===== src/rtl/fetch_ctrl.sv =====
// Instruction fetch controller: single-outstanding imem handshake, PC sequencing,
// misprediction redirect and pipeline stall/kill generation for IF/ID/DP.
module fetch_ctrl #(
    parameter logic [31:0] ENTRY_POINT  = 32'h8000_0000,
    parameter int unsigned FLUSH_CYCLES = 2
) (
    input  logic        clk_i,
    input  logic        reset_n_i,
    output logic        imem_req_o,
    output logic [31:0] imem_addr_o,
    input  logic        imem_ready_i,
    input  logic        imem_valid_i,
    output logic        imem_resp_ready_o,
    input  logic        dp_stall_i,
    input  logic        mispred_i,
    input  logic [31:0] redirect_pc_i,
    output logic        stall_IF_o,
    output logic        kill_IF_o,
    output logic        stall_ID_o,
    output logic        kill_ID_o,
    output logic        stall_DP_o,
    output logic        kill_DP_o
);

    typedef enum logic [1:0] {
        S_IDLE  = 2'd0,
        S_REQ   = 2'd1,
        S_RESP  = 2'd2,
        S_FLUSH = 2'd3
    } state_t;

    state_t      state_q;
    logic [31:0] pc_q;
    logic        outst_q;
    logic [3:0]  cnt_q;

    logic kill;
    logic resp_ready;
    logic accept;
    logic req;

    // Handshake outputs depend on dp_stall_i/mispred_i in the same cycle, so
    // they are decoded combinationally from the registered state.
    always_comb begin
        kill       = mispred_i | (state_q == S_FLUSH);
        req        = (state_q == S_REQ) & ~dp_stall_i & ~mispred_i;
        resp_ready = ((state_q == S_RESP) & ~dp_stall_i) | (state_q == S_FLUSH);
        accept     = imem_valid_i & resp_ready;
    end

    assign imem_req_o        = req;
    assign imem_addr_o       = pc_q;
    assign imem_resp_ready_o = resp_ready;
    assign stall_IF_o        = ~((state_q == S_RESP) & accept);
    assign kill_IF_o         = kill;
    assign kill_ID_o         = kill;
    assign kill_DP_o         = kill;
    assign stall_ID_o        = dp_stall_i & ~kill;
    assign stall_DP_o        = dp_stall_i & ~kill;

    always_ff @(posedge clk_i) begin
        if (!reset_n_i) begin
            state_q <= S_IDLE;
            pc_q    <= ENTRY_POINT;
            outst_q <= 1'b0;
            cnt_q   <= 4'd0;
        end else if (mispred_i) begin
            // Redirect wins over everything; a same-cycle response is drained and dropped.
            state_q <= S_FLUSH;
            pc_q    <= redirect_pc_i;
            cnt_q   <= 4'(FLUSH_CYCLES);
            if (accept)
                outst_q <= 1'b0;
        end else begin
            case (state_q)
                S_IDLE: state_q <= S_REQ;
                S_REQ: begin
                    if (req && imem_ready_i) begin
                        outst_q <= 1'b1;
                        state_q <= S_RESP;
                    end
                end
                S_RESP: begin
                    if (accept) begin
                        pc_q    <= pc_q + 32'd4;
                        outst_q <= 1'b0;
                        state_q <= S_REQ;
                    end
                end
                S_FLUSH: begin
                    if (accept)
                        outst_q <= 1'b0;
                    if (cnt_q != 4'd0)
                        cnt_q <= cnt_q - 4'd1;
                    // Stay until the in-flight response has been swallowed.
                    if (cnt_q == 4'd0 && !outst_q)
                        state_q <= S_REQ;
                end
                default: state_q <= S_IDLE;
            endcase
        end
    end

endmodule


===== config.mk =====
export PLATFORM = sky130hd
export DESIGN_NAME = fetch_ctrl
export DESIGN_NICKNAME = d
export VERILOG_FILES = /design/src/rtl/fetch_ctrl.sv
export SDC_FILE = /design/constraint.sdc
export NUM_CORES = 1
export LEC_CHECK = 0
export CAP_MARGIN = 20
export CORE_MARGIN = 5
export CORE_UTILIZATION = 25
export CTS_CLUSTER_SIZE = 20
export DETAILED_ROUTE_END_ITERATION = 10
export HOLD_SLACK_MARGIN = 0.08
export SETUP_SLACK_MARGIN = 0.02
export SYNTH_ARGS = -nofsm -noshare
export SYNTH_HDL_FRONTEND = slang
export SYNTH_SLANG_ARGS = --single-unit
export TNS_END_PERCENT = 30

===== constraint.sdc =====
create_clock -name clk_i -period 2.85 [get_ports clk_i]
set_input_delay 0.285 -clock clk_i [delete_from_list [all_inputs] [get_ports clk_i]]
set_output_delay 0.285 -clock clk_i [all_outputs]
set_load 0.01 [all_outputs]

; ---- Word-level counts from Yosys, hierarchy flattened
; Cells that the tools add are included.
[totals]
regBits = 39
output_inout_bits = 40
input_bits = 38
[op_classes]
add_sub_neg = 2
eq_ne = 6
bitwise_logic = 13
mux = 15
reduce_logical = 18
[ops]
columns = cell, count
row1 = $mux W32, 3
row2 = $add A32 B3 Y32 const B, 1
row3 = $mux W2, 7
row4 = $pmux W2 S4, 1
row5 = $reduce_and A2 Y1, 4
row6 = $reduce_bool A2 Y1, 4
row7 = $and A1 B1 Y1, 6
row8 = $ne A3 B2 Y1 const B, 2
row9 = $not A1 Y1, 5
row10 = $eq A2 B2 Y1 const B, 2
row11 = $logic_not A4 Y1, 1
row12 = $reduce_bool A4 Y1, 1
row13 = $reduce_or A2 Y1, 2
row14 = $sub A4 B1 Y4 const B, 1
row15 = $mux W1, 3
row16 = $ne A3 B3 Y1 const B, 1
row17 = $reduce_and A3 Y1, 1
row18 = $reduce_bool A3 Y1, 1
row19 = $eq A2 B1 Y1 const B, 1
row20 = $logic_and A1 B1 Y1, 2
row21 = $logic_not A2 Y1, 1
row22 = $or A1 B1 Y1, 2
row23 = $pmux W1 S2, 1
row24 = $logic_not A1 Y1, 1

; ---- Logic depth before layout (Yosys ltp)
; Gate-level depths: netlist of the first run.
[depth]
depth_word = 7
ltp_mapped = 6
mapped_depth_nobuf = 5

; ---- Least setup slack after synthesis of the first run
; Ideal clock, no wire load.
[synth_path]
path_kind = reg2reg
startpoint = register pc_q[4] (netlist: imem_addr_o[4])
endpoint = register pc_q[17] (netlist: imem_addr_o[17])
stages_incl_launch_ff = 7
path_slack_ps = 829
setup_ps = 91
arrival_time_ps = 1930
path_buffers = 2
path_cell_list = dfxtp_1 > buf_4 > nand3_2 > or4_1 > clkbuf_1 > or4_1 > a311oi_1
[synth_between]
elab_chain_len = 4
[synth_lines]
columns = item, line_no
row1 = from (decl), 33  ; logic [31:0] pc_q;
row2 = from (signal assigned), 70  ; pc_q <= redirect_pc_i;
row3 = from (signal assigned), 85  ; pc_q <= pc_q + 32'd4;
row4 = $add A32 B3 Y32, 85
row5 = $mux W32, 84  ; if (accept) begin
row6 = $mux W32, 75  ; case (state_q)
row7 = $mux W32, 67  ; end else if (mispred_i) begin
; No other way between the ends. The select of a mux whose other input is x is not followed.
; A chain may end at the register's enable or synchronous reset.

; ---- Final worst setup path of the first run
[layout_path]
startpoint = input port dp_stall_i
endpoint = register pc_q[30] (netlist: imem_addr_o[30])
[layout_between]
elab_chain_len = 6
[layout_lines]
columns = item, line_no
row1 = from (decl), 14  ; input logic dp_stall_i,
row2 = $not A1 Y1, 47  ; resp_ready = ((state_q == S_RESP) & ~dp_stall_i) | (state_q == S_FLUSH);
row3 = $and A1 B1 Y1, 47
row4 = $or A1 B1 Y1, 47
row5 = $and A1 B1 Y1, 48  ; accept = imem_valid_i & resp_ready;
row6 = $reduce_bool A2 Y1 (no source line), -
row7 = $reduce_and A2 Y1 (no source line), -
; No other way between the ends.

==> run summary, run 1 <==
outcome = finished clean
most frequent cells after synthesis = 39 x dfxtp_1, 26 x nor2_1, 25 x o21ai_0
row cnt = 35
HPWL Detailed = 5.467 mm
GR Util met3 = 0.04736
peak supply drop = 0.0002018 V
clock tree sinks = 39
clk_skew = 0.004137 ns
WL/cell = 15.46 um
routed vias/inst = 5.173
Power Total = 0.001336 W
RSZ-0062 raised after global routing = no
Final setup viols = 0
clock period minus worst slack = 2.224 ns
final period utilization = 0.7803
CP Class = input port to register
actual slew at the worst max-slew pin = 0.5982 ns
share of layout cells above drive strength 1 = 0.07182
Area Growth Syn to Fin = 42.31%
DR iter-0 viols = 68
CTS tree = done
CP Max Fanout = 11
Yosys cell types = 51
Post-Route WL = 7.313 mm
Die Span Y = 106.0 um
CTS Hold Bufs = 0
top post-synthesis cells by area = dfxtp_1 34%, o21ai_0 5.4%, nor2_1 4.2%, a311oi_1 3.8%, nand2_1 3.3%
setup_tns = 0 ns
#FFs+latches synth = 39
core region area = 9109 um2
CP required = 3.09 ns
vias in the first global route = 2387
largest net degree at the start of global routing = 51
initial antenna violation count = 0
port bufs = 77
first-pass GRT wire length = 11.88 mm
Hold Path Class = register to register
post-synthesis cell area = 2303 um2
Synth Area in Adders = 0.01086
final core utilization = 0.3599
Worst setup EP type = register
grt met2 use = 0.2072
I/O Pins = 78
Initial Utilization = 0.2529
DP Area = 3174 um2
Pins Over Slew Limit = 0
H-tree depth = 2
Leak = 1.085 nW
complex-gate fraction of the synthesized area = 0.2151
die area = 11230 um2
sequential area share after synthesis = 0.3389
Worst Path Arrival = 2.46 ns
most used routing layer = met2
Critical Path Source Type = input port
share of flip-flops with an asynchronous set or reset = 0
Max Cap Violations = 0
mux share of post-synthesis cell area = 0.02662
remaining antenna violation count = 0
synthesized area per cell = 7.970 um2
Peak Freq = 0.4497 GHz
GP Congestion = 0.8462
Net Count, Synth = 329
largest family of logic cells by synthesized area = simple AND/OR/NAND/NOR gates
Rel. slew slack = 0.5958
cell with the most instances after synthesis = dfxtp_1
fin nets = 401
GRT Total Usage = 0.1288
xor and xnor fraction of the mapped netlist area = 0.03802
predominant post-synthesis flop cell = dfxtp_1
Die X = 106.0 um
clk buf depth = 2
Synth area leader = dfxtp_1
# fillers = 977
PD cells = 407.6 nW/um2
Post-synth EDFFs = 0
GRT met1 Usage = 0.1664
ANT cells = 0
cts repair resizes = 0
DRC Markers = 0
Non-Filler Instances = 473
grt ovf = 0
DP Cell Count = 465
clk slew on worst S/H paths = 0.08 ns
DRT Pass-1 Iters = 4
total CTS buffers = 5
area share of the largest cell type after synthesis = 0.3389
endpoints failing hold = 0
Synth Instances = 289
via count = 2447
Ys Warns = 0
Synth Area in Simple Gates = 0.3085
postcts setup bufs = 0
Root Driver = clkbuf_8
clk_lat worst skew = 0.29 ns
design area = 3278 um2
## power by group
| part | switching, W | internal (W) | leakage [nW] |
|---|---|---|---|
| clock | 0.000207 | 0.000220 | 0.0505 |
| combinational | 0.000117 | 0.000160 | 0.712 |
| sequential | 0.0000514 | 0.000580 | 0.323 |
| total | 0.000375 | 0.000961 | 1.09 |
## logic make-up after synthesis
family | count (synthesis)
and+or+nand+nor | 127
adders and majority gates | 2
xor gates and xnor gates | 10
AOI/OAI and AO/OA | 74
buffers and inverters | 31
DFF | 39
muxes | 6
## worst max-delay path, cell delays in order
cell             delay, ns
clkdlybuf4s50_1       0.48
and4bb_4              0.39
inv_4                 0.07
or4_4                 0.60
or4_1                 0.54
nand3_1               0.09
## sequential cells by signal, summed over array words and instances (netlist names)
| signal | cells |
|---|---|
| cnt_q | 4 |
| imem_addr_o | 32 |
| outst_q | 1 |
| state_q | 2 |
## final timing paths
path                  startpoint         endpoint  slack, ns  cells after the start
setup / recovery      dp_stall_i  imem_addr_o[30]       0.63                      6
hold / removal          cnt_q[2]         cnt_q[2]       0.51                      2
setup reg to reg  imem_addr_o[4]  imem_addr_o[17]       0.65                      4
hold reg to reg         cnt_q[2]         cnt_q[2]       0.51                      2
## layout make-up
class | count | area, um2 | area share
sequential | 39 | 780.7 | 0.2382
clock buffer | 7 | 96.34 | 0.02939
multi-input combinational | 219 | 1380 | 0.4210
clock inverter | 1 | 7.507 | 0.002290
inverter | 11 | 43.79 | 0.01336
timing repair buffer | 85 | 830.8 | 0.2534
tap | 111 | 138.9 | 0.04237
## placed cells by master (no fill, tap or decap), drive strengths merged, types with 2 or more instances in the layout
cell type | synthesis | final
nand2 | 20 | 20
and4 | 3 | 3
nor2b | 4 | 4
clkdlybuf4s50 | 0 | 77
dfxtp | 39 | 39
clkbuf | 11 | 7
a21boi | 2 | 2
ha | 2 | 2
a31oi | 9 | 9
a21oi | 7 | 7
a41oi | 2 | 2
and2 | 4 | 4
nor2 | 26 | 26
o21a | 2 | 2
xnor2 | 4 | 4
or3 | 12 | 12
nand4 | 12 | 12
mux2i | 5 | 5
o21ai | 25 | 25
buf | 9 | 8
a211oi | 5 | 5
and3 | 4 | 4
nand3b | 2 | 2
xor2 | 6 | 6
nor4 | 6 | 6
or4 | 10 | 10
o311a | 2 | 2
nor3 | 6 | 6
a311oi | 10 | 10
o31ai | 5 | 5
nand3 | 13 | 13
inv | 10 | 10
## per-layer routing
layer | wire, um | vias to the layer above
met4 | 39 | 0
met5 | 0 | -
met1 | 3385 | 1123
met2 | 3273 | 78
li1 | - | 1242
met3 | 615 | 4
## stage by stage
step	hold slack (ns)	worst slack (ns)
after floorplan	0.4289	0.8287
after detailed placement	0.4950	0.3237
after CTS	0.5081	0.6198
final	0.5088	0.6262
after global routing	0.5492	0.4885
after global placement	0.4735	0.3716
No activity file was read; power rests on OpenSTA's default activity.
==> run 2, diff against run 1 <==
clock period = 1.8 ns   (was 2.85 ns; I/O delays follow)
==> run summary, run 2 (synthesized netlist as in run 1, its figures left out) <==
Max Cap Violations = 0 (unchanged)
CTS tree = done (unchanged)
Die X = 106.0 um (unchanged)
fin nets = 453 (was 401)
CP peak stage delay = 0.51 ns (was 0.60 ns)
Power Total = 0.002292 W (was 0.001336 W)
failing checks = negative setup slack
grt ovf = 0 (unchanged)
endpoints failing hold = 0 (unchanged)
DRC Markers = 0 (unchanged)
GP Congestion = 0.8569 (was 0.8462)
RSZ-0062 raised after global routing = yes (was no)
outcome = finished with violations (was finished clean)
final period utilization = 1.027
WL/cell = 15.19 um (was 15.46 um)
Worst setup EP type = register (unchanged)
routed vias/inst = 5.070 (was 5.173)
via count = 2662 (was 2447)
design area = 3832 um2 (was 3278 um2)
max reg flops = 32 (unchanged)
Worst Path Arrival = 2.08 ns (was 2.46 ns)
Worst path top cell family by delay = simple AND/OR/NAND/NOR gates (unchanged)
crit path buf inv count = 1 (was 2)
PD cells = 598.1 nW/um2 (was 407.6 nW/um2)
worst r2r dst = imem_addr_o[22] (was imem_addr_o[17])
# fillers = 944 (was 977)
crit path max-delay cell type = or4_4 (unchanged)
clock tree sinks = 39 (unchanged)
DR iter-0 viols = 72 (was 68)
share of layout cells above drive strength 1 = 0.2633 (was 0.07182)
peak supply drop = 0.0002532 V (was 0.0002018 V)
clk buf depth = 2 (unchanged)
worst r2r path cells = 5 (was 4)
Final setup viols = 5 (was 0)
die area = 11230 um2 (unchanged)
most used routing layer = met2 (unchanged)
CP endpoint = imem_addr_o[22] (was imem_addr_o[30])
clk_skew = 0.006148 ns (was 0.004137 ns)
RR Startpoint = state_q[0] (was imem_addr_o[4])
HPWL Detailed = 6.122 mm (was 5.467 mm)
row cnt = 35 (unchanged)
clk_lat worst skew = 0.30 ns (was 0.29 ns)
GRT Total Usage = 0.1428 (was 0.1288)
slack of the critical path = -0.04932 ns (was 0.6262 ns)
initial antenna violation count = 0 (unchanged)
Crit. Startpoint = state_q[0] (was dp_stall_i)
Critical Path Source Type = register (was input port)
Worst R2R Setup Slack = -0.05 ns (was 0.65 ns)
GRT met1 Usage = 0.1815 (was 0.1664)
Root Driver = clkbuf_8 (unchanged)
vias in the first global route = 2702 (was 2387)
Peak Freq = 0.5407 GHz
CP Class = register to register (was input port to register)
CP required = 2.04 ns (was 3.09 ns)
Leak = 1.444 nW (was 1.085 nW)
port bufs = 77 (unchanged)
postcts setup bufs = 0 (unchanged)
Die Span Y = 106.0 um (unchanged)
Area Growth Syn to Fin = 66.38% (was 42.31%)
commonest non-fill, non-tap cell in the layout = clkdlybuf4s50_1 (unchanged)
setup_tns = -0.1178 ns (was 0 ns)
commonest non-fill, non-tap cells in the layout = 68 x clkdlybuf4s50_1, 57 x buf_4, 25 x nor2_1 (was 77 x clkdlybuf4s50_1, 39 x dfxtp_1, 26 x nor2_1)
actual slew at the worst max-slew pin = 0.3179 ns (was 0.5982 ns)
Hold Path Class = input port to register (was register to register)
worst path cell trace = and4bb_4 -> inv_6 -> or4_4 -> or3_1 -> a31oi_1 (was clkdlybuf4s50_1 -> and4bb_4 -> inv_4 -> or4_4 -> or4_1 -> nand3_1)
DP Worst Slack = -0.3518 ns (was 0.3237 ns)
first-pass GRT wire length = 13.12 mm (was 11.88 mm)
CP Max Fanout = 5 (was 11)
largest net degree at the start of global routing = 27 (was 51)
GR Util met3 = 0.03279 (was 0.04736)
Post-Route WL = 7.976 mm (was 7.313 mm)
H-tree depth = 2 (unchanged)
DRT Pass-1 Iters = 4 (unchanged)
cell depth of the worst setup path = 5 (was 6)
Pins Over Slew Limit = 0 (unchanged)
DP Area = 3603 um2 (was 3174 um2)
Initial Utilization = 0.2529 (unchanged)
core region area = 9109 um2 (unchanged)
ANT cells = 0 (unchanged)
I/O Pins = 78 (unchanged)
Rel. slew slack = 0.7881 (was 0.5958)
grt met2 use = 0.2386 (was 0.2072)
clock period minus worst slack = 1.849 ns
remaining antenna violation count = 0 (unchanged)
total CTS buffers = 5 (unchanged)
clk slew on worst S/H paths = 0.09 ns (was 0.08 ns)
-- run 2: changes by cell type in the layout (fill, tap and decap cells not counted), moves of 5 or more --
cell,before,now
dlygate4sd2_1,0,5
clkdlybuf4s50_1,77,68
buf_4,8,57
dfxtp_1,39,24
dfxtp_2,0,13
-- run 2: worst reg2reg max path, stage by stage (launching register included) --
cell and delay, ns:
dfxtp_2 0.33, and4bb_4 0.37, inv_6 0.04, or4_4 0.52, or3_1 0.37, a31oi_1 0.16
-- run 2: cell type report --
class,count,area [um2],share of cell area
inverters,11,47.55,0.01241
flip-flops and latches,39,804.5,0.2099
clock buffers,5,68.82,0.01796
multi-input cells,220,1511,0.3944
clock inverters,3,43.79,0.01143
repair buffers,136,1217,0.3177
well taps,111,138.9,0.03624
-- run 2: where the power goes --
group / total, W / internal (W) / switching (W)
logic: 0.000554 / 0.000313 / 0.000241
clock network: 0.000762 / 0.000413 / 0.000349
registers: 0.000976 / 0.000923 / 0.0000528
-- run 2: worst min-delay path by stage --
stage,start,to,slack [ns],depth (start not counted)
finish,redirect_pc_i[21],imem_addr_o[21],0.45,3
global route,redirect_pc_i[10],imem_addr_o[10],0.49,3
CTS,redirect_pc_i[21],imem_addr_o[21],0.44,3
detailed placement,imem_addr_o[0],imem_addr_o[0],0.50,2
global placement,imem_addr_o[0],imem_addr_o[0],0.48,2
floorplan,redirect_pc_i[2],imem_addr_o[2],0.32,2
-- run 2: per-stage QoR --
stage | std cells | hold slack, ns | util
finish | 525 | 0.4539 | 0.4207
global route | 525 | 0.4867 | 0.4207
CTS | 525 | 0.4426 | 0.4133
detailed placement | 516 | 0.4973 | 0.3956
global placement | 516 | 0.4813 | 0.3956
floorplan | 289 | 0.3227 | -
-- run 2: metal layers --
layer,share of wire,up-vias
met5,0,-
met4,0.011,0
met3,0.056,10
met2,0.47,64
met1,0.46,1250
li1,-,1338
-- run 2: what timing repair did --
| action | in CTS | in global routing |
|---|---|---|
| pin swaps | 8 | 11 |
| gates resized for setup | 16 | 19 |
| gates cloned | 1 | 0 |
| setup endpoints to repair | 24 | 23 |
| hold buffers | 0 | 0 |
| hold endpoints to repair | 0 | 0 |
==> run 3, diff against run 2 <==
CTS_BUF_LIST = sky130_fd_sc_hd__clkbuf_4 sky130_fd_sc_hd__clkbuf_8   (was default)
REMOVE_ABC_BUFFERS = 1   (was default)
==> run summary, run 3 (synthesized netlist as in run 1, its figures left out) <==
outcome = finished with violations (unchanged)
failing checks = negative setup slack (unchanged)
WL/cell = 15.30 um (was 15.19 um)
share of layout cells above drive strength 1 = 0.2542 (was 0.2633)
clk slew on worst S/H paths = 0.08 ns (was 0.09 ns)
clock tree sinks = 39 (unchanged)
DP Area = 3525 um2 (was 3603 um2)
Peak Freq = 0.5542 GHz (was 0.5407 GHz)
ANT cells = 0 (unchanged)
die area = 11230 um2 (unchanged)
clk_skew = 0.005901 ns (was 0.006148 ns)
final period utilization = 1.003 (was 1.027)
RR Startpoint = state_q[0] (unchanged)
Post-Route WL = 8.019 mm (was 7.976 mm)
DR top layer = met4 (unchanged)
Worst setup EP type = register (unchanged)
H-tree depth = 2 (unchanged)
Max Cap Violations = 0 (unchanged)
initial antenna violation count = 0 (unchanged)
CTS tree = done (unchanged)
Hold Crit Depth = 3 (unchanged)
worst r2r dst = imem_addr_o[22] (unchanged)
peak supply drop = 0.0002995 V (was 0.0002532 V)
vias in the first global route = 2585 (was 2702)
I/O Pins = 78 (unchanged)
fin nets = 452 (was 453)
clk buf depth = 2 (unchanged)
commonest non-fill, non-tap cells in the layout = 71 x clkdlybuf4s50_1, 53 x buf_4, 27 x dfxtp_1 (was 68 x clkdlybuf4s50_1, 57 x buf_4, 25 x nor2_1)
remaining antenna violation count = 0 (unchanged)
grt ovf = 0 (unchanged)
metal3 WL = 364 um (was 443 um)
worst hold endpoint = imem_addr_o[10] (was imem_addr_o[21])
Pins Over Slew Limit = 0 (unchanged)
Die Span Y = 106.0 um (unchanged)
met2 routed WL = 3.793 mm (was 3.749 mm)
Worst R2R Setup Slack = -0.005 ns (was -0.05 ns)
port bufs = 77 (unchanged)
Hold Path Class = input port to register (unchanged)
design area = 3814 um2 (was 3832 um2)
routed vias/inst = 5.065 (was 5.070)
core region area = 9109 um2 (unchanged)
setup_tns = -0.004514 ns (was -0.1178 ns)
largest net degree at the start of global routing = 29 (was 27)
GRT Total Usage = 0.1422 (was 0.1428)
CP Class = register to register (unchanged)
total CTS buffers = 5 (unchanged)
Leak = 1.415 nW (was 1.444 nW)
DR iter-0 viols = 137 (was 72)
commonest non-fill, non-tap cell in the layout = clkdlybuf4s50_1 (unchanged)
PD cells = 578.3 nW/um2 (was 598.1 nW/um2)
CP Max Fanout = 5 (unchanged)
final hold slack = 0.4556 ns (was 0.4539 ns)
CP required = 2.02 ns (was 2.04 ns)
Initial Utilization = 0.2529 (unchanged)
clock period minus worst slack = 1.805 ns (was 1.849 ns)
RSZ-0062 raised after global routing = yes (unchanged)
first-pass GRT wire length = 13.08 mm (was 13.12 mm)
Rel. slew slack = 0.7283 (was 0.7881)
Metal-1 WL = 3.813 mm (was 3.692 mm)
Final setup viols = 1 (was 5)
min-delay src = redirect_pc_i[10] (was redirect_pc_i[21])
worst r2r path cells = 5 (unchanged)
Critical Path Source Type = register (unchanged)
slack of the critical path = -0.004514 ns (was -0.04932 ns)
row cnt = 35 (unchanged)
Area Growth Syn to Fin = 65.56% (was 66.38%)
max reg flops = 32 (unchanged)
endpoints failing hold = 0 (unchanged)
via count = 2654 (was 2662)
DRC Markers = 0 (unchanged)
Root Driver = clkbuf_8 (unchanged)
Worst Path Arrival = 2.03 ns (was 2.08 ns)
CTS Hold Bufs = 0 (unchanged)
DRT Pass-1 Iters = 4 (unchanged)
HPWL Detailed = 6.082 mm (was 6.122 mm)
clk_lat worst skew = 0.29 ns (was 0.30 ns)
actual slew at the worst max-slew pin = 0.4039 ns (was 0.3179 ns)
GP Congestion = 0.8166 (was 0.8569)
Die X = 106.0 um (unchanged)
[run 3: changes by cell type in the layout (fill, tap and decap cells not counted), sizes merged]
cell and change:
clkinvlp +1, clkbuf +1, clkinv -3, inv +1
bufinv -1, clkdlybuf4s50 +3, buf -1, dlymetal6s2s -2
[run 3: timing repair]
| item | CTS | global route |
|---|---|---|
| endpoints found under the hold margin | 0 | 0 |
| setup endpoints to repair | 19 | 21 |
| gates resized for setup | 24 | 22 |
| setup buffers | 1 | 4 |
| gates cloned | 1 | 0 |
| pin swaps | 10 | 12 |
[run 3: where the power goes]
part | total (W) | switching, W | leakage, nW | internal [W]
Combinational | 0.000551 | 0.000240 | 1.04 | 0.000312
Sequential | 0.000974 | 0.0000516 | 0.327 | 0.000923
Clock | 0.000680 | 0.000331 | 0.0505 | 0.000349
Total | 0.00221 | 0.000622 | 1.41 | 0.00158
[run 3: worst max path at each step]
| stage | from | endpoint | slack [ns] | depth (start not counted) |
|---|---|---|---|---|
| 6_report | state_q[0] | imem_addr_o[22] | -0.005 | 5 |
| 5_1_grt | state_q[0] | imem_addr_o[22] | -0.06 | 5 |
| 4_1_cts | imem_addr_o[8] | imem_addr_o[17] | -0.02 | 4 |
| 2_1_floorplan | state_q[1] | imem_addr_o[30] | -0.24 | 5 |
| 3_5_place_dp | dp_stall_i | imem_addr_o[29] | -0.59 | 8 |
| 3_3_place_gp | dp_stall_i | imem_addr_o[30] | -0.53 | 6 |
[run 3: stage by stage]
step,util,setup slack [ns],power [W],instances
floorplan,-,-0.2441,0.001178,269
global placement,0.3870,-0.5343,0.001526,510
detailed placement,0.3870,-0.5915,0.001531,510
CTS,0.4084,-0.02235,0.002224,520
global route,0.4187,-0.06471,0.002320,524
finish,0.4187,-0.004514,0.002206,524
[run 3: final cells by class]
class / count / area [um2]
multi-input cells: 220 / 1494
fillers: 969 / 5295
repair buffers: 135 / 1237
clock inverters: 1 / 7.507
inverters: 11 / 43.79
well taps: 111 / 138.9
clock buffers: 7 / 96.34
flip-flops and latches: 39 / 795.8
[run 3: layer usage]
metal,global-route usage,vias up
met5,0,-
met4,0.02220,0
met3,0.02975,5
met2,0.2413,54
met1,0.1893,1255
li1,-,1340
[run 3: critical path: stages (launching register included)]
cell	delay [ns]
dfxtp_2	0.33
and4bb_4	0.34
inv_4	0.05
or4_4	0.52
or3_1	0.36
a31oi_1	0.13
